File: src/rtl/core_pkg.sv
// rtl/core_pkg.sv - shared constants, FSM states and access kinds for the memory access unit
package core_pkg;

  localparam int          XLEN     = 32;
  localparam logic [31:0] NOP_WORD = 32'h0000_0013;

  typedef enum logic [1:0] {
    ST_IDLE = 2'd0,
    ST_REQ  = 2'd1,
    ST_DONE = 2'd2
  } state_e;

  typedef enum logic [1:0] {
    KIND_FETCH = 2'd0,
    KIND_LOAD  = 2'd1,
    KIND_STORE = 2'd2
  } kind_e;

  // True when exactly one of {store, load, fetch} is raised.
  function automatic logic strobe_onehot(input logic [2:0] s);
    return (s == 3'b001) || (s == 3'b010) || (s == 3'b100);
  endfunction

endpackage

File: src/rtl/mem_timeout_counter.sv
// rtl/mem_timeout_counter.sv - wait-cycle counter that flags the last allowed REQ cycle
module mem_timeout_counter #(
  parameter int TIMEOUT = 16
) (
  input  logic clk,
  input  logic rst,
  input  logic clr,
  input  logic en,
  output logic expired
);

  localparam int W_RAW = $clog2(TIMEOUT + 1);
  localparam int W     = (W_RAW < 1) ? 1 : W_RAW;
  localparam logic [W-1:0] LAST = (TIMEOUT > 0) ? W'(TIMEOUT - 1) : '0;

  logic [W-1:0] cnt;

  // Clear on transaction accept, count every REQ cycle that passes without ack.
  always_ff @(posedge clk or posedge rst) begin
    if (rst) begin
      cnt <= '0;
    end else if (clr) begin
      cnt <= '0;
    end else if (en) begin
      cnt <= cnt + 1'b1;
    end
  end

  // TIMEOUT of zero disables the abort entirely.
  generate
    if (TIMEOUT == 0) begin : g_no_timeout
      assign expired = 1'b0;
    end else begin : g_timeout
      assign expired = (cnt == LAST);
    end
  endgenerate

endmodule

File: src/rtl/mem_access_unit.sv
// rtl/mem_access_unit.sv - turns fetch/load/store strobes into a held req/ack bus transaction
module mem_access_unit #(
  parameter int              XLEN     = core_pkg::XLEN,
  parameter int              TIMEOUT  = 16,
  parameter logic [XLEN-1:0] NOP_WORD = XLEN'(core_pkg::NOP_WORD)
) (
  input  logic            clk,
  input  logic            rst,
  input  logic            fetch_req,
  input  logic            load_req,
  input  logic            store_req,
  input  logic [XLEN-1:0] addr,
  input  logic [XLEN-1:0] wdata,
  output logic [XLEN-1:0] ir,
  output logic [XLEN-1:0] mdr,
  output logic            busy,
  output logic            done,
  output logic            err,
  output logic            bus_req,
  output logic            bus_we,
  output logic [XLEN-1:0] bus_addr,
  output logic [XLEN-1:0] bus_wdata,
  input  logic [XLEN-1:0] bus_rdata,
  input  logic            bus_ack
);

  import core_pkg::*;

  state_e     state;
  kind_e      kind;
  logic [2:0] strobes;
  logic       any_strobe;
  logic       legal_req;
  logic       cnt_clr;
  logic       cnt_en;
  logic       expired;

  assign strobes    = {store_req, load_req, fetch_req};
  assign any_strobe = |strobes;
  assign legal_req  = strobe_onehot(strobes) && (addr[1:0] == 2'b00);

  // The counter restarts on every accepted request and only advances while waiting.
  assign cnt_clr = (state == ST_IDLE) && legal_req;
  assign cnt_en  = (state == ST_REQ) && !bus_ack;

  mem_timeout_counter #(
    .TIMEOUT (TIMEOUT)
  ) u_timeout (
    .clk     (clk),
    .rst     (rst),
    .clr     (cnt_clr),
    .en      (cnt_en),
    .expired (expired)
  );

  // Transaction FSM; every output is a register updated alongside the state.
  always_ff @(posedge clk or posedge rst) begin
    if (rst) begin
      state     <= ST_IDLE;
      kind      <= KIND_FETCH;
      busy      <= 1'b0;
      done      <= 1'b0;
      err       <= 1'b0;
      bus_req   <= 1'b0;
      bus_we    <= 1'b0;
      bus_addr  <= '0;
      bus_wdata <= '0;
      ir        <= NOP_WORD;
      mdr       <= '0;
    end else begin
      done <= 1'b0;
      err  <= 1'b0;
      case (state)
        ST_IDLE: begin
          if (any_strobe) begin
            busy <= 1'b1;
            if (!legal_req) begin
              // Illegal request answers with an error pulse without touching the bus.
              state <= ST_DONE;
              done  <= 1'b1;
              err   <= 1'b1;
            end else begin
              state     <= ST_REQ;
              bus_req   <= 1'b1;
              bus_we    <= store_req;
              bus_addr  <= {addr[XLEN-1:2], 2'b00};
              bus_wdata <= wdata;
              if (store_req) begin
                kind <= KIND_STORE;
              end else if (load_req) begin
                kind <= KIND_LOAD;
              end else begin
                kind <= KIND_FETCH;
              end
            end
          end
        end
        ST_REQ: begin
          // Ack wins over a timeout landing on the same cycle.
          if (bus_ack) begin
            state   <= ST_DONE;
            bus_req <= 1'b0;
            bus_we  <= 1'b0;
            done    <= 1'b1;
            case (kind)
              KIND_FETCH: ir  <= bus_rdata;
              KIND_LOAD:  mdr <= bus_rdata;
              default:    ;
            endcase
          end else if (expired) begin
            state   <= ST_DONE;
            bus_req <= 1'b0;
            bus_we  <= 1'b0;
            done    <= 1'b1;
            err     <= 1'b1;
          end
        end
        ST_DONE: begin
          state <= ST_IDLE;
          busy  <= 1'b0;
        end
        default: begin
          state   <= ST_IDLE;
          busy    <= 1'b0;
          bus_req <= 1'b0;
          bus_we  <= 1'b0;
        end
      endcase
    end
  end

endmodule

File: config.mk
export PLATFORM = sky130hd
export DESIGN_NAME = mem_access_unit
export DESIGN_NICKNAME = d
export VERILOG_FILES = /design/src/rtl/core_pkg.sv /design/src/rtl/mem_timeout_counter.sv /design/src/rtl/mem_access_unit.sv
export SDC_FILE = /design/constraint.sdc
export NUM_CORES = 1
export LEC_CHECK = 0
export ABC_CLOCK_PERIOD_IN_PS = 5300
export CAP_MARGIN = 20
export CORE_UTILIZATION = 43
export DETAILED_ROUTE_END_ITERATION = 6
export MAX_ROUTING_LAYER = met4
export PLACE_DENSITY = 0.8
export SLEW_MARGIN = 20
export SYNTH_ARGS = -nofsm -noshare
export SYNTH_HDL_FRONTEND = slang
export SYNTH_SLANG_ARGS = --single-unit
File: constraint.sdc
create_clock -name clk -period 5.3 [get_ports clk]
set_input_delay 1.06 -clock clk [delete_from_list [all_inputs] [get_ports clk]]
set_output_delay 1.06 -clock clk [all_outputs]
set_load 0.01 [all_outputs]
### After elaboration in Yosys (flattened, before gate mapping)

Cells that the tools add are included.

* output and inout bits: 133
* bits of input ports: 102
* logic and storage cells: 68
* bits in registers: 140

* mux-type cells: 26
* bitwise gates (word level): 2
* reduce and logical (&&, ||, !) cells: 17
* eq/ne operators: 10
* add/sub/neg operators: 1

Operator list (number)
* 2-to-1 mux 1 bit: 13
* 2-to-1 mux 2 bit: 5
* 2-to-1 mux 5 bit: 2
* AND reduction 3 bit: 3
* logical NOT 2 bit: 3
* case mux 1 bit (2 select lines): 3
* case mux 1 bit (3 select lines): 2
* adder 5 x 1 -> 5 bit (second input constant): 1
* equality test 5 x 4 -> 1 bit (second input constant): 1
* equality test 2 x 1 -> 1 bit (second input constant): 2
* != test 2 bit (second input constant): 2
* case mux 2 bit (2 select lines): 1
* AND reduction 2 bit: 2
* AND reduction 4 bit: 1
* equality test 3 x 1 -> 1 bit (second input constant): 1
* equality test 3 x 2 -> 1 bit (second input constant): 1
* equality test 3 bit (second input constant): 1
* logical AND 1 bit: 3
* != test 3 bit (second input constant): 1
* OR reduction 3 bit: 1
* equality test 2 bit (second input constant): 1
* logical OR 1 bit: 2
* inverter 1 bit: 2
* nonzero test 2 bit: 1
* logical NOT 1 bit: 1

### Longest topological paths before layout

Gate-level depths: netlist of run 1.

* depth in word-level cells: 7
* gate-level depth with buffers: 6
* depth with buffers taken out: 6

### Hierarchy

A second synthesis of run 1 with hierarchy kept.

* cell total of the unflattened synthesis: 342
* area total of the unflattened synthesis: 5601.6 um2

By module, submodules not included
* mem_access_unit: area an instance 5318.9 um2, cells each 318, times used 1
* mem_timeout_counter: area an instance 282.8 um2, cells each 24, times used 1

### Worst setup path after synthesis of run 1

OpenSTA, ideal clock, no wires.

* path type: input to register
* start: input store_req
* end: register bus_addr[21]
* cell stages on the path: 5
* setup time: 0.128 ns
* required time: 5.172 ns
* setup slack: 2.816 ns
* arrival time: 2.357 ns
* cell sequence: clkbuf_1 -> xor2_1 -> o211ai_4 -> buf_6 -> mux2_1

* word-level cells in the longest chain between the ends: 5

Ends and longest elaborated chain
* from (decl): line mem_access_unit.sv:11 `input logic store_req,`
* equality test 3 x 1 -> 1 bit / equality test 3 x 2 -> 1 bit (equally long branches): line core_pkg.sv:21 `return (s == 3'b001) || (s == 3'b010) || (s == 3'b100);`
* logical OR 1 bit (2 in a row): line core_pkg.sv:21
* logical AND 1 bit: line mem_access_unit.sv:40 `assign legal_req = strobe_onehot(strobes) && (addr[1:0] == 2'b00);`
* AND reduction 3 bit (no source line) (*)
* to (signal assigned): line mem_access_unit.sv:86 `bus_addr <= {addr[XLEN-1:2], 2'b00};`
* to (decl): line mem_access_unit.sv:21 `output logic [XLEN-1:0] bus_addr,`

Every way passes the cells marked *; elsewhere a longest branch is shown, timed or not.
A chain may end at the register's enable or synchronous reset.

### Final worst setup path of run 1

* start: input load_req
* end: register bus_addr[9]

* word-level cells in the longest chain between the ends: 5

Ends and longest elaborated chain
* from (decl): line mem_access_unit.sv:10 `input logic load_req,`
* equality test 3 x 1 -> 1 bit / equality test 3 x 2 -> 1 bit (equally long branches): line core_pkg.sv:21
* logical OR 1 bit (2 in a row): line core_pkg.sv:21
* logical AND 1 bit: line mem_access_unit.sv:40
* AND reduction 3 bit (no source line) (*)

Marks and branches as above.

==> results of run 1 <==
-- where the power goes --
group | switching (W) | total [W] | internal (W)
logic | 0.000515 | 0.00149 | 0.000973
registers | 0.000222 | 0.00165 | 0.00142
clock network | 0.000447 | 0.00119 | 0.000740
-- logic make-up after synthesis --
family / Yosys count
compound gates: 28
xor+xnor: 2
other cells: 1
fa+ha+maj: 3
buf+inv: 28
mux: 128
simple gates: 31
flops: 140
-- state kept, by name (all words and copies together), names as in the netlist --
register / flops
err: 1
bus_we: 1
bus_req: 1
state: 2
done: 1
bus_addr: 30
u_timeout.cnt: 5
busy: 1
mdr: 32
kind: 2
bus_wdata: 32
ir: 32
-- path summary, 6_finish.rpt --
path | end | slack (ps) | cells past startpoint | start
hold / removal | bus_wdata[1]$_DFFE_PP0P_ | 490 | 1 | bus_wdata[1]$_DFFE_PP0P_
setup reg to reg | bus_addr[9]$_DFFE_PP0P_ | 2910 | 4 | state[1]$_DFFE_PP0P_
hold reg to reg | bus_wdata[1]$_DFFE_PP0P_ | 490 | 1 | bus_wdata[1]$_DFFE_PP0P_
min in group asynchronous | bus_wdata[12]$_DFFE_PP0P_ | 1220 | 2 | rst
setup / recovery | bus_addr[9]$_DFFE_PP0P_ | 2050 | 5 | load_req
max in group asynchronous | mdr[28]$_DFFE_PP0P_ | 3030 | 3 | rst
-- cell usage in the layout (no fill, tap or decap), types with 3 or more instances in the layout --
cell / n
mux2_1: 19
a21oi_1: 8
clkbuf_16: 17
clkdlybuf4s50_1: 232
nor2_1: 5
o221ai_1: 3
clkinvlp_4: 4
nand2_1: 12
mux2_2: 68
clkbuf_8: 4
o21ai_0: 4
dfrtp_1: 137
inv_1: 4
dfstp_2: 3
mux2_4: 40
clkinv_2: 3
o311ai_0: 3
-- final cells by class --
type                    instances  area, sq um
well taps                     172          215
multi-input cells             194         2040
repair buffers                234         2340
clock inverters                10          114
flip-flops and latches        140         3510
inverters                       6         27.5
fillers                       896         4050
clock buffers                  22          484
-- cells in the mapped netlist, types with 3 or more instances --
cell type / count / area share, %
o311ai_0: 3 / 0.46
mux2_2: 68 / 13
nand2_1: 12 / 0.79
clkbuf_1: 5 / 0.33
mux2_4: 40 / 11
o221ai_1: 3 / 0.46
nor2_1: 6 / 0.39
inv_1: 5 / 0.33
dfstp_2: 3 / 1.4
a21oi_1: 8 / 0.70
buf_6: 6 / 1.2
mux2_1: 19 / 3.8
dfrtp_1: 137 / 60
o21ai_0: 4 / 0.35
buf_2: 9 / 0.79
-- worst reg2reg max path: stages (launching register included) --
cell and delay, ps:
dfrtp_1 710, nor4_4 120, o211ai_4 180, buf_4 790, mux2_2 460
-- routing by layer --
layer | wire, microns | up-vias | track usage (%)
met5 | 0 | - | -
met4 | 323 | 0 | 9.96
met3 | 1010 | 28 | 7.16
met2 | 7100 | 141 | 34.9
met1 | 5500 | 1892 | 24.0
li1 | - | 1751 | -
-- per-stage QoR --
step	setup WS (ps)	hold WS, ps	utilization, %
5_1_grt	1980	504	68.3
3_3_place_gp	1770	466	63.6
3_5_place_dp	1640	481	63.6
2_1_floorplan	492	483	-
4_1_cts	2090	495	68.3
6_report	2050	493	68.3
==> reports/metrics.yaml, run 1 <==
outcome: "completed"
first_pass_iters: 4
cts_buffers: 17
async_flop_share_pct: 100
ys_seq_area_share_pct: 61.5
antenna_found_initial: 0
start_kind: "input port"
p_per_area_nw_per_um2: 495
cap_viol_max_count: 0
path_clk_slew_ps: 50
drcViolationCount: 0
hold_class: "reg2reg"
place_area_sq_um: 8130
final_cells: 778
antenna_left: 0
cp_num_buf_inv: 2
cts_resized: 0
clk_latency_ps: 420
drv_slew: 0
final-hold-violation-count: 0
via_count: 3812
ys_types: 40
ios: 235
worst_pin_slew_ps: 995
die_h_microns: 117
chipWidth_microns: 117
path_cells: "clkdlybuf4s50_1, o21ai_0, o211ai_4, buf_4, mux2_2"
ys_ff_latch: 140
worst_path_max_delay_cell: "buf_4"
syn_inst: 361
rsz0062_at_grt: "false"
port-buffer-count: 232
arrival_ps: 3550
max_freq_ghz: 0.308
period_share_pct: 61.3
hold_buffers: 0
cts.sinks: 140
period_needed_ps: 3250
synth_top_family_by_area: "multiplexers"
grt_first_pass_wirelength_mm: 20.9
critPathTopFamily: "buffers and inverters"
crit_path_end_kind: "flop"
grt_use_total_pct: 21.5
place_hpwl_mm: 9.74
max-slew-margin-rel_pct: 33.5
die_area_sq_um: 13700
grt_overflow: 0
placementRows: 41
first_global_vias: 3879
antenna_cells: 0
wl_per_cell_microns: 17.9
yosys_warnings: 0
synth-edff-count: 0
syn_area_sq_um: 5700
routed_via_density: 4.90
htree_num_levels: 4
dp.cells: 746
slowest_delay_ps: 780
tns_ps: 0
routed_wl_mm: 13.9
drt-initial-drc-count: 165
p_leak_nw: 3.98
gp_congestion: 0.766
initial_core_util_pct: 44.6
final_nets: 697
cp_max_fo: 57
finish.instance_area_sq_um: 8720
synth_fa_ha_area_share_pct: 0.614
path_class: "in2reg"
synth.avg_cell_area_sq_um: 15.8
setup_violations: 0
synth_xor_area_share_pct: 0.307
ctsLongestPathBuffers: 2
synth-simple-area-share_pct: 3.03
synth-compound-area-share_pct: 3.64
synthMuxAreaShare_pct: 27.9
core_sq_um: 12800
max-vdd-ir-drop_mv: 0.274
cts_setup_buffers: 0
area_growth_pct: 53.0
root_buffer: "clkbuf_16"
required_ps: 5600
cts_tree: "yes"
skew_ps: 7.86
drive_gt1_share_pct: 24.8
grt_max_degree: 105
synthFlopType: "dfrtp_1"
power_w: 0.00432
Power figures use the tool's default switching activity.
==> run 2: changes to the inputs <==
--- a/config.mk
+++ b/config.mk
@@ -5,12 +5,12 @@
 export SDC_FILE = /design/constraint.sdc
 export NUM_CORES = 1
 export LEC_CHECK = 0
-export ABC_CLOCK_PERIOD_IN_PS = 5300
+export ABC_CLOCK_PERIOD_IN_PS = 2900
 export CAP_MARGIN = 20
-export CORE_UTILIZATION = 43
+export CORE_UTILIZATION = 39
 export DETAILED_ROUTE_END_ITERATION = 6
 export MAX_ROUTING_LAYER = met4
-export PLACE_DENSITY = 0.8
+export PLACE_DENSITY = 0.77
 export SLEW_MARGIN = 20
 export SYNTH_ARGS = -nofsm -noshare
 export SYNTH_HDL_FRONTEND = slang
==> constraint.sdc (replaced) <==
create_clock -name clk -period 2.9 [get_ports clk]
set_input_delay 0.58 -clock clk [delete_from_list [all_inputs] [get_ports clk]]
set_output_delay 0.58 -clock clk [all_outputs]
set_load 0.01 [all_outputs]
==> run 2 against run 1 <==
The run now ends with DRC left. First-iteration DRC count decreased by 23%. Cell area increased by 2.3%. Sequential power increased by 83%. Worst hold slack got worse by 18 ps. Cell count increased by 2.2%. Flip-flop and latch count unchanged. Utilization decreased by 5.0 points. Combinational power increased by 83%. Die area increased by 10%. Routed wire length decreased by 5.6%. Non-clock buffer count increased by 9. Clock skew decreased by 2.2 ps. Largest cell class unchanged.
==> reports/metrics.yaml, run 2 (synthesis results as in run 1) <==
reg_top3: "bus_wdata x32, ir x32, mdr x32"
wl_per_cell_microns: 16.5
antenna_left: 0
via_count: 3823
path_class: "reg2reg"
p_clk_share_pct: 29.2
grt_use_total_pct: 18.5
arrival_ps: 2540
period_share_pct: 77.6
mostFrequentLayoutCells: "clkdlybuf4s50_1 (232), dfrtp_1 (137), mux2_2 (68)"
cp_num_buf_inv: 0
path_clk_slew_ps: 60
cap_viol_max_count: 0
drv_slew: 0
drive_gt1_share_pct: 26.0
grt_first_pass_wirelength_mm: 20.3
port-buffer-count: 232
cts_tree: "yes"
setup_violations: 0
die_area_sq_um: 15100
worst_path_max_delay_cell: "dfrtp_1"
chipWidth_microns: 123
max_freq_ghz: 0.444
cts_buffers: 17
max-vdd-ir-drop_mv: 0.607
worst_pin_slew_ps: 836
intPower_w: 0.00598
cp_max_fo: 32
place_hpwl_mm: 9.36
ios: 235
path_cells: "nand4bb_1, or2_2, mux2_2"
routed_wl_mm: 13.2
tns_ps: 0
swShare_pct: 26.4
p_per_area_nw_per_um2: 910
seq_power_share_pct: 37.2
violations: "DRC"
antenna_found_initial: 0
p_switching_w: 0.00214
max-slew-margin-rel_pct: 44.3
hold_class: "reg2reg"
ctsLongestPathBuffers: 2
skew_ps: 5.62
core_sq_um: 14100
fillers: 1052
gp_congestion: 0.807
initial_core_util_pct: 40.5
root_buffer: "clkbuf_16"
power_w: 0.00812
hold_buffers: 0
clk_latency_ps: 410
final-hold-violation-count: 0
p_leak_nw: 4.09
antenna_cells: 0
p_comb_share_pct: 33.6
first_global_vias: 4078
first_pass_iters: 6
cts.sinks: 140
slowest_delay_ps: 710
htree_num_levels: 4
routed_via_density: 4.81
start_kind: "flop"
rsz0062_at_grt: "false"
drcViolationCount: 5
period_needed_ps: 2250
drt-initial-drc-count: 127
mostFrequentLayoutCell: "clkdlybuf4s50_1"
critPathTopFamily: "simple AND/OR/NAND/NOR gates"
placementRows: 43
outcome: "finished with violations"
die_h_microns: 123
grt_overflow: 0
final_nets: 706
cts_resized: 0
grt_max_degree: 68
required_ps: 3190
cts_setup_buffers: 0
crit_path_end_kind: "flop"
area_growth_pct: 56.5
run 2: cell count changes in the layout (fill, tap and decap cells not counted):
| cell | delta |
|---|---|
| clkinv_2 | -1 |
| clkinvlp_4 | -2 |
| bufinv_16 | +2 |
| buf_12 | +5 |
| buf_4 | +4 |
| clkbuf_8 | +2 |
| clkbuf_1 | -1 |
run 2: layer usage:
| metal | global-route usage, % | share of wire [%] | up-vias |
|---|---|---|---|
| li1 | - | - | 1760 |
| met1 | 21.0 | 41 | 1872 |
| met2 | 29.8 | 49 | 172 |
| met3 | 6.50 | 8.2 | 19 |
| met4 | 7.39 | 1.9 | 0 |
| met5 | - | 0 | - |
run 2: area by class of cell:
| type | instances | area [sq um] | area share [%] |
|---|---|---|---|
| inverters | 6 | 26.3 | 0.294 |
| repair buffers | 243 | 2470 | 27.6 |
| multi-input cells | 194 | 2040 | 22.8 |
| well taps | 180 | 225 | 2.52 |
| clock buffers | 23 | 508 | 5.69 |
| clock inverters | 9 | 155 | 1.74 |
| flip-flops and latches | 140 | 3510 | 39.3 |
run 2: power groups by stage:
stage,clock network (W),registers (W),logic [W]
6_report,0.00237,0.00302,0.00273
5_1_grt,0.00253,0.00311,0.00291
4_1_cts,0.00243,0.00303,0.00276
3_5_place_dp,0,0.00303,0.00275
3_3_place_gp,0,0.00302,0.00268
2_1_floorplan,0,0.00325,0.000923
run 2: final timing paths:
path | cells past startpoint | slack [ps] | startpoint | end
setup / recovery | 3 | 650 | state[1]$_DFFE_PP0P_ | mdr[26]$_DFFE_PP0P_
hold / removal | 2 | 480 | bus_req$_DFFE_PP0P_ | bus_req$_DFFE_PP0P_
setup reg to reg | 3 | 650 | state[1]$_DFFE_PP0P_ | mdr[26]$_DFFE_PP0P_
hold reg to reg | 2 | 480 | bus_req$_DFFE_PP0P_ | bus_req$_DFFE_PP0P_
max in group asynchronous | 3 | 1650 | rst | ir[1]$_DFFE_PP1P_
min in group asynchronous | 2 | 540 | rst | bus_wdata[31]$_DFFE_PP0P_
run 2: per-stage QoR:
step           instances  utilization (%)  instance area (sq um)  hold WS (ps)  worst slack [ps]
6_report             795             63.3                   8930           476               648
5_1_grt              795             63.3                   8930           517               498
4_1_cts              795             63.3                   8930           477               587
3_5_place_dp         763             58.6                   8260           463               335
3_3_place_gp         763             58.6                   8260           465               385
2_1_floorplan        362                -                   5710           483               573
run 2: tightest hold or removal path, cell delays in order, from the launching register on:
cell	delay [ps]
dfrtp_1	340
nand2_1	50
nand2_1	50
